File: src/rtl/fp_align_ctrl.sv
// fp_align_ctrl: orders two single-precision operands and aligns the smaller significand for the adder
module shift_right (
  input  logic [24:0] d_i,
  input  logic [4:0]  sh_i,
  output logic [24:0] q_o,
  output logic        sticky_o
);
  assign q_o      = {d_i[24], d_i[23:0] >> sh_i};
  // shifts of 24 or more leave the mask all ones, so every magnitude bit feeds sticky
  assign sticky_o = |(d_i[23:0] & ~(24'hFF_FFFF << sh_i));
endmodule

module fp_align_ctrl (
  input  logic        clk,
  input  logic        rst,
  input  logic        in_valid,
  output logic        in_ready,
  input  logic [31:0] a,
  input  logic [31:0] b,
  output logic        out_valid,
  input  logic        out_ready,
  output logic [24:0] big_sig,
  output logic [24:0] small_sig,
  output logic [7:0]  exp_out,
  output logic        sticky,
  output logic        swapped,
  output logic        special
);
  typedef enum logic [1:0] {IDLE, CMP, SHIFT, DONE} state_t;
  state_t      state_q;
  logic [31:0] a_q, b_q;
  logic [24:0] big_q, small_q, ssig_q, sh_out;
  logic [7:0]  exp_q;
  logic [4:0]  nsh_q;
  logic        sticky_q, swapped_q, special_q, out_valid_q, sh_sticky;
  logic [7:0]  ea, eb, diff_d, exp_d;
  logic [24:0] sig_a, sig_b;
  logic        swap_d;
  logic [4:0]  nsh_d;
  assign ea     = (a_q[30:23] == 8'd0) ? 8'd1 : a_q[30:23];
  assign eb     = (b_q[30:23] == 8'd0) ? 8'd1 : b_q[30:23];
  assign sig_a  = {a_q[31], |a_q[30:23], a_q[22:0]};
  assign sig_b  = {b_q[31], |b_q[30:23], b_q[22:0]};
  // ties in both exponent and magnitude keep A as the larger operand
  assign swap_d = (eb > ea) | ((eb == ea) & (sig_b[23:0] > sig_a[23:0]));
  assign exp_d  = swap_d ? eb : ea;
  assign diff_d = swap_d ? eb - ea : ea - eb;
  assign nsh_d  = (diff_d > 8'd31) ? 5'd31 : diff_d[4:0];
  shift_right u_shift (
    .d_i     (ssig_q),
    .sh_i    (nsh_q),
    .q_o     (sh_out),
    .sticky_o(sh_sticky)
  );
  always_ff @(posedge clk) begin
    if (rst) begin
      state_q     <= IDLE;
      a_q         <= '0;
      b_q         <= '0;
      big_q       <= '0;
      small_q     <= '0;
      ssig_q      <= '0;
      exp_q       <= '0;
      nsh_q       <= '0;
      sticky_q    <= 1'b0;
      swapped_q   <= 1'b0;
      special_q   <= 1'b0;
      out_valid_q <= 1'b0;
    end else begin
      case (state_q)
        IDLE: if (in_valid) begin
          a_q     <= a;
          b_q     <= b;
          state_q <= CMP;
        end
        CMP: begin
          swapped_q <= swap_d;
          big_q     <= swap_d ? sig_b : sig_a;
          ssig_q    <= swap_d ? sig_a : sig_b;
          exp_q     <= exp_d;
          nsh_q     <= nsh_d;
          special_q <= (&a_q[30:23]) | (&b_q[30:23]);
          state_q   <= SHIFT;
        end
        SHIFT: begin
          small_q     <= sh_out;
          sticky_q    <= sh_sticky;
          out_valid_q <= 1'b1;
          state_q     <= DONE;
        end
        DONE: if (out_ready) begin
          out_valid_q <= 1'b0;
          state_q     <= IDLE;
        end
        default: state_q <= IDLE;
      endcase
    end
  end
  assign in_ready  = (state_q == IDLE) & ~rst;
  assign out_valid = out_valid_q;
  assign big_sig   = big_q;
  assign small_sig = small_q;
  assign exp_out   = exp_q;
  assign sticky    = sticky_q;
  assign swapped   = swapped_q;
  assign special   = special_q;
endmodule

File: config.mk
export PLATFORM = sky130hd
export DESIGN_NAME = fp_align_ctrl
export DESIGN_NICKNAME = d
export VERILOG_FILES = /design/src/rtl/fp_align_ctrl.sv
export SDC_FILE = /design/constraint.sdc
export NUM_CORES = 1
export LEC_CHECK = 0
export CAP_MARGIN = 30
export CORE_AREA = 2 2 100 174
export DETAILED_ROUTE_END_ITERATION = 6
export DIE_AREA = 0 0 102 176
export GPL_TIMING_DRIVEN = 0
export PLACE_DENSITY = 0.9
export SLEW_MARGIN = 20
export SYNTH_ARGS = -nofsm -noshare
export SYNTH_HDL_FRONTEND = slang
export SYNTH_SLANG_ARGS = --single-unit
File: constraint.sdc
create_clock -name clk -period 5.68 [get_ports clk]
set_input_delay 0.852 -clock clk [delete_from_list [all_inputs] [get_ports clk]]
set_output_delay 0.852 -clock clk [all_outputs]
set_load 0.05 [all_outputs]
### Yosys cells after proc, flatten, opt, wreduce, memory -nomap -nowiden

Index checks and enable logic that the tools add are counted.

* word-level logic and storage cells: 56
* output and inout bits: 63
* input bits: 68
* bits in registers: 158

* bitwise operators: 7
* reductions and logical operators: 12
* $add $sub $neg: 2
* eq/ne operators: 6
* muxes and demuxes: 12
* magnitude comparators: 3
* shift operators: 2

Operator list (count)
* 25-bit 2-to-1 mux: 2
* 8-bit 2-to-1 mux: 4
* 24-bit AND: 1
* 24-bit greater-than comparator: 1
* 24-bit NOT: 1
* 24-bit OR reduction: 1
* 24-bit by 5-bit left shift with 24-bit output, first input constant: 1
* 24-bit by 5-bit right shift with 24-bit output: 1
* 8-bit logical NOT: 2
* 8-bit AND reduction: 2
* 8-bit OR reduction: 2
* 8-bit subtractor: 2
* 8-bit equality test: 1
* 8-bit by 5-bit greater-than comparator with 1-bit output, second input constant: 1
* 8-bit greater-than comparator: 1
* 2-bit case mux with 4 select lines: 1
* 2-bit AND reduction: 3
* 5-bit 2-to-1 mux: 1
* 2-bit equality test, second input constant: 2
* 2-bit 2-to-1 mux: 2
* 2-bit != test, second input constant: 2
* 1-bit AND: 2
* 2-bit by 1-bit equality test with 1-bit output, second input constant: 1
* 2-bit logical NOT: 1
* other kinds (5): 6

### Logic depth before layout (Yosys ltp)

Gate-level depths: netlist (run 1).

* word-level depth: 8
* depth in mapped cells: 16
* gate-level depth less buffers: 14

### By module

Synthesis (run 1) repeated with hierarchy kept, for this count alone.

* cell total of the unflattened synthesis: 1088
* area, all modules: 9188.8 µm²

By module, submodules not included
* fp_align_ctrl: area each 7722.4 µm², sequential area each 3163.0 µm², cells an instance 929, times used 1
* shift_right: area each 1466.4 µm², sequential area each 0.0 µm², cells an instance 159, times used 1

### Worst setup path after synthesis (run 1)

OpenSTA, ideal clock, no wires.

* path type: input-to-output
* start: input port rst
* end: output port in_ready
* arrival time: 2.078 ns
* data required time: 4.828 ns
* slack: 2.750 ns
* stages on the path: 4
* path buffers: 3
* cells stage by stage: clkbuf_1 clkbuf_1 clkbuf_1 nor2_1

* longest elaborated chain between the ends: 2

Ends and longest elaborated chain
* start, declared: RTL line 15 `input logic rst,`
* 1-bit NOT: RTL line 99 `assign in_ready = (state_q == IDLE) & ~rst;`
* 1-bit AND: RTL line 99
* end, declared: RTL line 17 `output logic in_ready,`

No other way between the ends.

### Worst setup path in the final report (run 1)

* start: register b_q[25]
* end: register ssig_q[0]

* longest elaborated chain between the ends: 6
* elaborated cells on any way between the ends: 9
* classes of those cells: 2 x order compare; 1 x eq/ne; 2 x mux; 2 x bitwise; 2 x reduce/logical

Ends and longest elaborated chain
* start, declared: RTL line 31 `logic [31:0] a_q, b_q;`
* start signal, assigned: RTL line 59 `b_q <= '0;`
* start signal, assigned: RTL line 73 `b_q <= b;`
* parallel branches: the longest is 4 deep, another holds 24-bit greater-than comparator
* 1-bit bitwise OR (*): RTL line 45 `assign swap_d = (eb > ea) | ((eb == ea) & (sig_b[23:0] > sig_a[23:0]));`
* 25-bit 2-to-1 mux (*): RTL line 79 `ssig_q <= swap_d ? sig_a : sig_b;`
* end signal, assigned: RTL line 79
* end, declared: RTL line 32 `logic [24:0] big_q, small_q, ssig_q, sh_out;`

Mark *: on every way between the ends.
A chain may end at the register's enable or synchronous reset.

==> metrics, run 1 <==
total power 7.05 mW; post_cts resized 0; GR Util met2 60.3%; HPWL Detailed 23300 µm; post-layout min period 4.08 ns; area delta synth->final 23.8%; clk slew on worst S/H paths 0.07 ns; CTS hold repair buffers 0; crit-path max cell delay 0.65 ns; Main synth FF type dfxtp_1; max cap viols 0; TritonCTS clock tree built; Clock Latency Late Sink 0.43 ns; r2r worst-path depth 13; worst r2r dst ssig_q[0]; Sink Count 158; Yosys cell types 59; worst r2r src b_q[25]; Worst EP arrival 4.35 ns; I/O Pins 131; number of synthesized register bits 158; Die H 176 µm; Hold WC Path Type reg -> reg; largest net degree at the start of global routing 17; row cnt 62; CP Max Fanout 10; Tightest Pin Transition 1.05 ns; first-pass GRT wire length 47700 µm; outcome finished clean; Seq/Total Area, Yosys 35.4%; DR pass1 iterations 5; final slew viol count 0; mapped cell area 0.00894 mm²; via count 9476; placed insts 1543; H-tree Lvls 4; Wirelength per Cell 19.4 µm; worst slack at placement 1.77 ns; Critical Path End ssig_q[0]; DRT iter0 DRCs 612; Worst Path Class, Setup reg -> reg; GRT Max-Usage Layer met2; RSZ-0062 raised after global routing no; layout net count 1452; Post-synth EDFFs 0; Worst slew margin 29.3%; Synth Instances 1190; core area 0.0164 mm²; CTS buffer count 17; Slowest cell on crit path o21ai_1; Non-Filler Instances 1575; syn nets 1304; post-CTS setup buffer count 0; Max IR drop VDD 0.417 mV; GPL Wtd Cong 1.09; Worst R2R Setup Slack 1.60 ns; most frequent cells in the layout 196 x a21oi_1, 172 x nand2_1, 158 x dfxtp_1, 129 x clkdlybuf4s50_1, 117 x nor2_1; Setup Viol. Count Final 0; setup TNS 0 ns; Crit path required time 5.95 ns; power per cell area 637 mW/mm²; ys async rst share 0%; vias per inst 6.02; fraction of layout cells with a size suffix above 1 5.19%; met1 Use GR 34.4%; Chip Width 102 µm; vias in the first global route 9408; GRT Util Overall 34.4%; final hold vios 0; GRT overflow 0; P_leak 3.97 nW; final wirelength 30600 µm; Port Buffer Count 129; Max Fclk 245 MHz; global routing met3 resource utilization 5.90%; Syn Area/Cell 7.52 µm²; clk buf depth 2; Die ar. 0.0180 mm²; Setup crit start kind flip-flop; worst setup margin 1.60 ns; skew final 0.00910 ns; initial antenna violation count 2; Root Buffer clkbuf_16; Initial Utilization 54.4%; CP cell instances buf_2 -> nor4_1 -> nand2_1 -> ha_1 -> a21oi_1 -> o21ai_0 -> a21oi_1 -> o21ai_0 -> o21ai_1 -> nand2_1 -> buf_2 -> a21oi_1 -> a211oi_1; number of nets with antenna violations after routing 0; DRC violation count after routing 0; most common cell after layout, fill and taps aside a21oi_1; synth warn 0; Hold WS 0.456 ns; period utilisation layout 71.9%; CP Capture Type flip-flop; Critical Path Start b_q[25]; cell mode on critical path a21oi_1
==> stage by stage <==
stage	instance area [µm²]	utilization (%)
6_report	11100	67.4
4_1_cts	11100	67.3
3_3_place_gp	10500	63.9
2_1_floorplan	8940	-
5_1_grt	11100	67.3
3_5_place_dp	10500	63.9
==> final cells by class <==
type	count	area, µm²
Fill cell	1405	5370
Multi-Input combinational cell	872	5160
Sequential cell	158	3160
Timing Repair Buffer	129	1290
Clock buffer	17	425
Buffer	107	424
Tap cell	224	280
Inverter	53	199
Clock inverter	14	134
Antenna cell	1	2.50
==> sequential cells by signal, summed over array words and instances, names as in the netlist <==
signal	flops
out_valid	1
a_q	32
state_q	2
small_sig	25
nsh_q	5
special	1
sticky	1
ssig_q	25
b_q	32
exp_out	8
swapped	1
big_sig	25
==> worst min path at each step <==
stage               startpoint  endpoint  slack [ns]  cells after the start
CTS                    a_q[15]   a_q[15]        0.46                      2
floorplan              a_q[10]   a_q[10]        0.44                      2
global route           a_q[15]   a_q[15]        0.48                      2
detailed placement     a_q[15]   a_q[15]        0.45                      2
global placement        a_q[3]    a_q[3]        0.44                      2
finish                 a_q[14]   a_q[14]        0.46                      2
==> synthesized netlist by cell type, types with 29 or more instances <==
master | instances | area [µm²]
a21oi_1 | 196 | 981
nand2_1 | 172 | 646
dfxtp_1 | 158 | 3160
nor2_1 | 117 | 439
clkbuf_1 | 81 | 304
a211oi_1 | 72 | 541
inv_1 | 53 | 199
ha_1 | 44 | 551
nor3_1 | 44 | 220
o21ai_0 | 37 | 185
mux2i_1 | 29 | 290
==> cell families (layout without fill, tap and decap cells) <==
logic type	count (synthesis)	count (layout)	synth area share, %
other cells	0	1	0
fa+ha+maj	46	46	6.60
mux	46	46	5.89
buf+inv	160	320	6.97
simple gates	418	418	20.6
xor+xnor	3	3	0.294
flops	158	158	35.4
compound gates	359	359	24.3
==> critical path, delay by kind of cell (launching register included) <==
family / cells / cell delay, ns
adder cells (fa/ha/maj): 1 / 0.38
flip-flops: 1 / 0.30
buffers and inverters: 2 / 0.50
AO/OA/AOI/OAI: 7 / 1.65
AND/OR/NAND/NOR: 3 / 1.11
==> metal layers <==
metal | vias up | part of all wire (%)
li1 | 4462 | -
met1 | 4377 | 34
met2 | 461 | 51
met3 | 176 | 6.2
met4 | 0 | 9.4
met5 | - | 0
==> power by group <==
part	switching, mW	internal [mW]	leakage [nW]
registers	0.328	1.42	1.29
clock network	0.501	0.609	0.271
logic	2.80	1.39	2.41
(Power assumes the default switching activity.)
==> inputs of run 2 (changes only) <==
--- a/config.mk
+++ b/config.mk
@@ -6,11 +6,11 @@
 export NUM_CORES = 1
 export LEC_CHECK = 0
 export CAP_MARGIN = 30
-export CORE_AREA = 2 2 100 174
+export CORE_AREA = 2 2 105 182
 export DETAILED_ROUTE_END_ITERATION = 6
-export DIE_AREA = 0 0 102 176
+export DIE_AREA = 0 0 107 184
 export GPL_TIMING_DRIVEN = 0
-export PLACE_DENSITY = 0.9
+export PLACE_DENSITY = 0.87
 export SLEW_MARGIN = 20
 export SYNTH_ARGS = -nofsm -noshare
 export SYNTH_HDL_FRONTEND = slang
==> constraint.sdc (replaced) <==
create_clock -name clk -period 3.6 [get_ports clk]
set_input_delay 0.54 -clock clk [delete_from_list [all_inputs] [get_ports clk]]
set_output_delay 0.54 -clock clk [all_outputs]
set_load 0.05 [all_outputs]
==> run 2 against run 1 <==
Against the previous run:
- clock skew up 0.0065 ns
- global-route usage decreased by 3.6 points
- power up 62%
==> metrics, run 2 (synthesis gave the netlist of run 1 again) <==
total power 11.4 mW (was 7.05 mW); depth of the worst hold-timing path 2 (unchanged); area occupied by multi-input gates 0.00520 mm² (was 0.00516 mm²); most frequent cells in the layout 196 x a21oi_1, 170 x nand2_1, 158 x dfxtp_1, 129 x clkdlybuf4s50_1, 117 x nor2_1 (was 196 x a21oi_1, 172 x nand2_1, 158 x dfxtp_1, 129 x clkdlybuf4s50_1, 117 x nor2_1); r2r worst-path depth 15 (was 13); outcome finished clean (unchanged); final slew viol count 0 (unchanged); TritonCTS clock tree built (unchanged); HPWL Detailed 23300 µm (about the same); DRC violation count after routing 0 (unchanged); # fillers 1615 (was 1405); first-pass GRT wire length 47400 µm (was 47700 µm); CP Max Fanout 9 (was 10); final hold vios 0 (unchanged); hold endpoint a_q[21] (was a_q[14]); clk buf depth 2 (unchanged); fin util 62.1% (was 67.4%); Slowest cell on crit path fa_2 (was o21ai_1); largest registers a_q x32, b_q x32 (unchanged); Crit path required time 3.94 ns (was 5.95 ns); skew final 0.0157 ns (was 0.00910 ns); row cnt 65 (was 62); Clock Latency Late Sink 0.43 ns (about the same); layout net count 1453 (was 1452); Setup Viol. Count Final 0 (unchanged); Final Instance Area 0.0113 mm² (was 0.0111 mm²); worst setup margin 0.172 ns (was 1.60 ns); post-layout min period 3.43 ns (was 4.08 ns); Post-Place Cell Area 0.0105 mm² (about the same); number of nets with antenna violations after routing 0 (unchanged); Worst Path Class, Setup reg -> reg (unchanged); period utilisation layout 95.2% (was 71.9%); RSZ-0062 raised after global routing yes (was no); worst r2r src a_q[24] (was b_q[25]); via count 9350 (was 9476); Worst slew margin 48.3% (was 29.3%); I/O Pins 131 (unchanged); CTS hold repair buffers 0 (unchanged); GPL Wtd Cong 1.01 (was 1.09); Die H 184 µm (was 176 µm); CP cell instances nor4_1 -> nand2_1 -> inv_1 -> nor2_1 -> inv_1 -> ha_1 -> inv_1 -> fa_2 -> a41oi_4 -> a211oi_4 -> and2_1 -> buf_6 -> o221a_1 -> a32o_2 -> o311ai_2 (was buf_2 -> nor4_1 -> nand2_1 -> ha_1 -> a21oi_1 -> o21ai_0 -> a21oi_1 -> o21ai_0 -> o21ai_1 -> nand2_1 -> buf_2 -> a21oi_1 -> a211oi_1); Die ar. 0.0197 mm² (was 0.0180 mm²); final wirelength 30200 µm (was 30600 µm); Port Buffer Count 129 (unchanged); Max Fclk 292 MHz (was 245 MHz); Sink Count 158 (unchanged); cell mode on critical path inv_1 (was a21oi_1); area delta synth->final 25.9% (was 23.8%); Wirelength per Cell 19.0 µm (was 19.4 µm); initial antenna violation count 0 (was 2); worst r2r dst nsh_q[2] (was ssig_q[0]); GRT overflow 0 (unchanged); core area 0.0181 mm² (was 0.0164 mm²); fraction of layout cells with a size suffix above 1 6.51% (was 5.19%); sequential cell area 0.00316 mm² (unchanged); P_leak 4.06 nW (was 3.97 nW); met1 WL 10800 µm (was 10400 µm); H-tree Lvls 4 (unchanged); DR pass1 iterations 6 (was 5); GRT Util Overall 30.8% (was 34.4%); CTS buffer count 17 (unchanged); HP Start a_q[21] (was a_q[14]); antenna cells 0 (was 1); Initial Utilization 49.3% (was 54.4%); Worst R2R Setup Slack 0.17 ns (was 1.60 ns); CP Capture Type flip-flop (unchanged); DR top layer met4 (unchanged); WL met3 1470 µm (was 1890 µm); vias per inst 5.90 (was 6.02); Hold WC Path Type reg -> reg (unchanged); Met2 Routed Length 15800 µm (was 15500 µm); power per cell area 1020 mW/mm² (was 637 mW/mm²); Tightest Pin Transition 0.775 ns (was 1.05 ns); Critical Path Start a_q[24] (was b_q[25]); most common cell after layout, fill and taps aside a21oi_1 (unchanged); Setup crit start kind flip-flop (unchanged); max cap viols 0 (unchanged); worst slack at placement -0.0910 ns (was 1.77 ns); vias in the first global route 9161 (was 9408); Worst EP arrival 3.76 ns (was 4.35 ns); Chip Width 107 µm (was 102 µm); clk slew on worst S/H paths 0.07 ns (about the same); Root Buffer clkbuf_16 (unchanged); DRT iter0 DRCs 772 (was 612); largest net degree at the start of global routing 17 (unchanged); Max IR drop VDD 0.684 mV (was 0.417 mV); crit-path max cell delay 0.39 ns (was 0.65 ns)
## run 2: cell count changes in the layout (fill, tap and decap cells not counted), moves of 3 or more
cell / change
clkbuf_1: -7
bufinv_16: +4
nor3_1: -4
clkbuf_2: +8
nor3_2: +4
buf_4: +3
## run 2: worst max-delay path, delay by kind of cell, from the launching register on
family | cells | cell delay, ns
buf+inv | 4 | 0.45
simple gates | 4 | 0.66
compound gates | 5 | 1.29
flops | 1 | 0.37
fa+ha+maj | 2 | 0.55
## run 2: metrics by stage
step | hold slack (ns) | std cells | TNS (ns)
after floorplan | 0.436 | 1190 | 0
after global placement | 0.443 | 1553 | -0.0206
after detailed placement | 0.447 | 1553 | -1.16
after CTS | 0.457 | 1585 | 0
after global routing | 0.469 | 1586 | 0
final | 0.455 | 1586 | 0
## run 2: report_power, final
group | switching [mW] | internal, mW | leakage, nW
sequential | 0.522 | 2.24 | 1.29
clock | 0.762 | 1.28 | 0.322
combinational | 4.37 | 2.26 | 2.44
## run 2: final cells by class
cell class	instances	share of cell area [%]
clock buffers	20	4.06
repair buffers	130	11.5
multi-input cells	872	46.2
plain buffers	107	3.90
flip-flops and latches	158	28.1
well taps	234	2.60
inverters	53	1.77
clock inverters	12	1.83
## run 2: layer usage
layer	track usage, %	vias up
li1	-	4479
met1	31.2	4330
met2	57.1	402
met3	4.54	139
met4	20.6	0
met5	0	-
## run 2: how the worst max path moves through the flow
stage	cells past startpoint	to	slack (ns)
final	15	nsh_q[2]	0.17
after global routing	15	nsh_q[1]	0.02
after CTS	15	big_sig[3]	0.11
after detailed placement	12	big_sig[3]	-0.09
after global placement	12	exp_out[3]	-0.02
after floorplan	15	nsh_q[2]	0.71
## run 2: timing repair
| action | in CTS | in global routing |
|---|---|---|
| setup buffers | 0 | 1 |
| endpoints found under the hold margin | 0 | 0 |
| endpoints found under the setup margin | 29 | 55 |
| pin swaps | 0 | 2 |
| gates resized for setup | 2 | 28 |
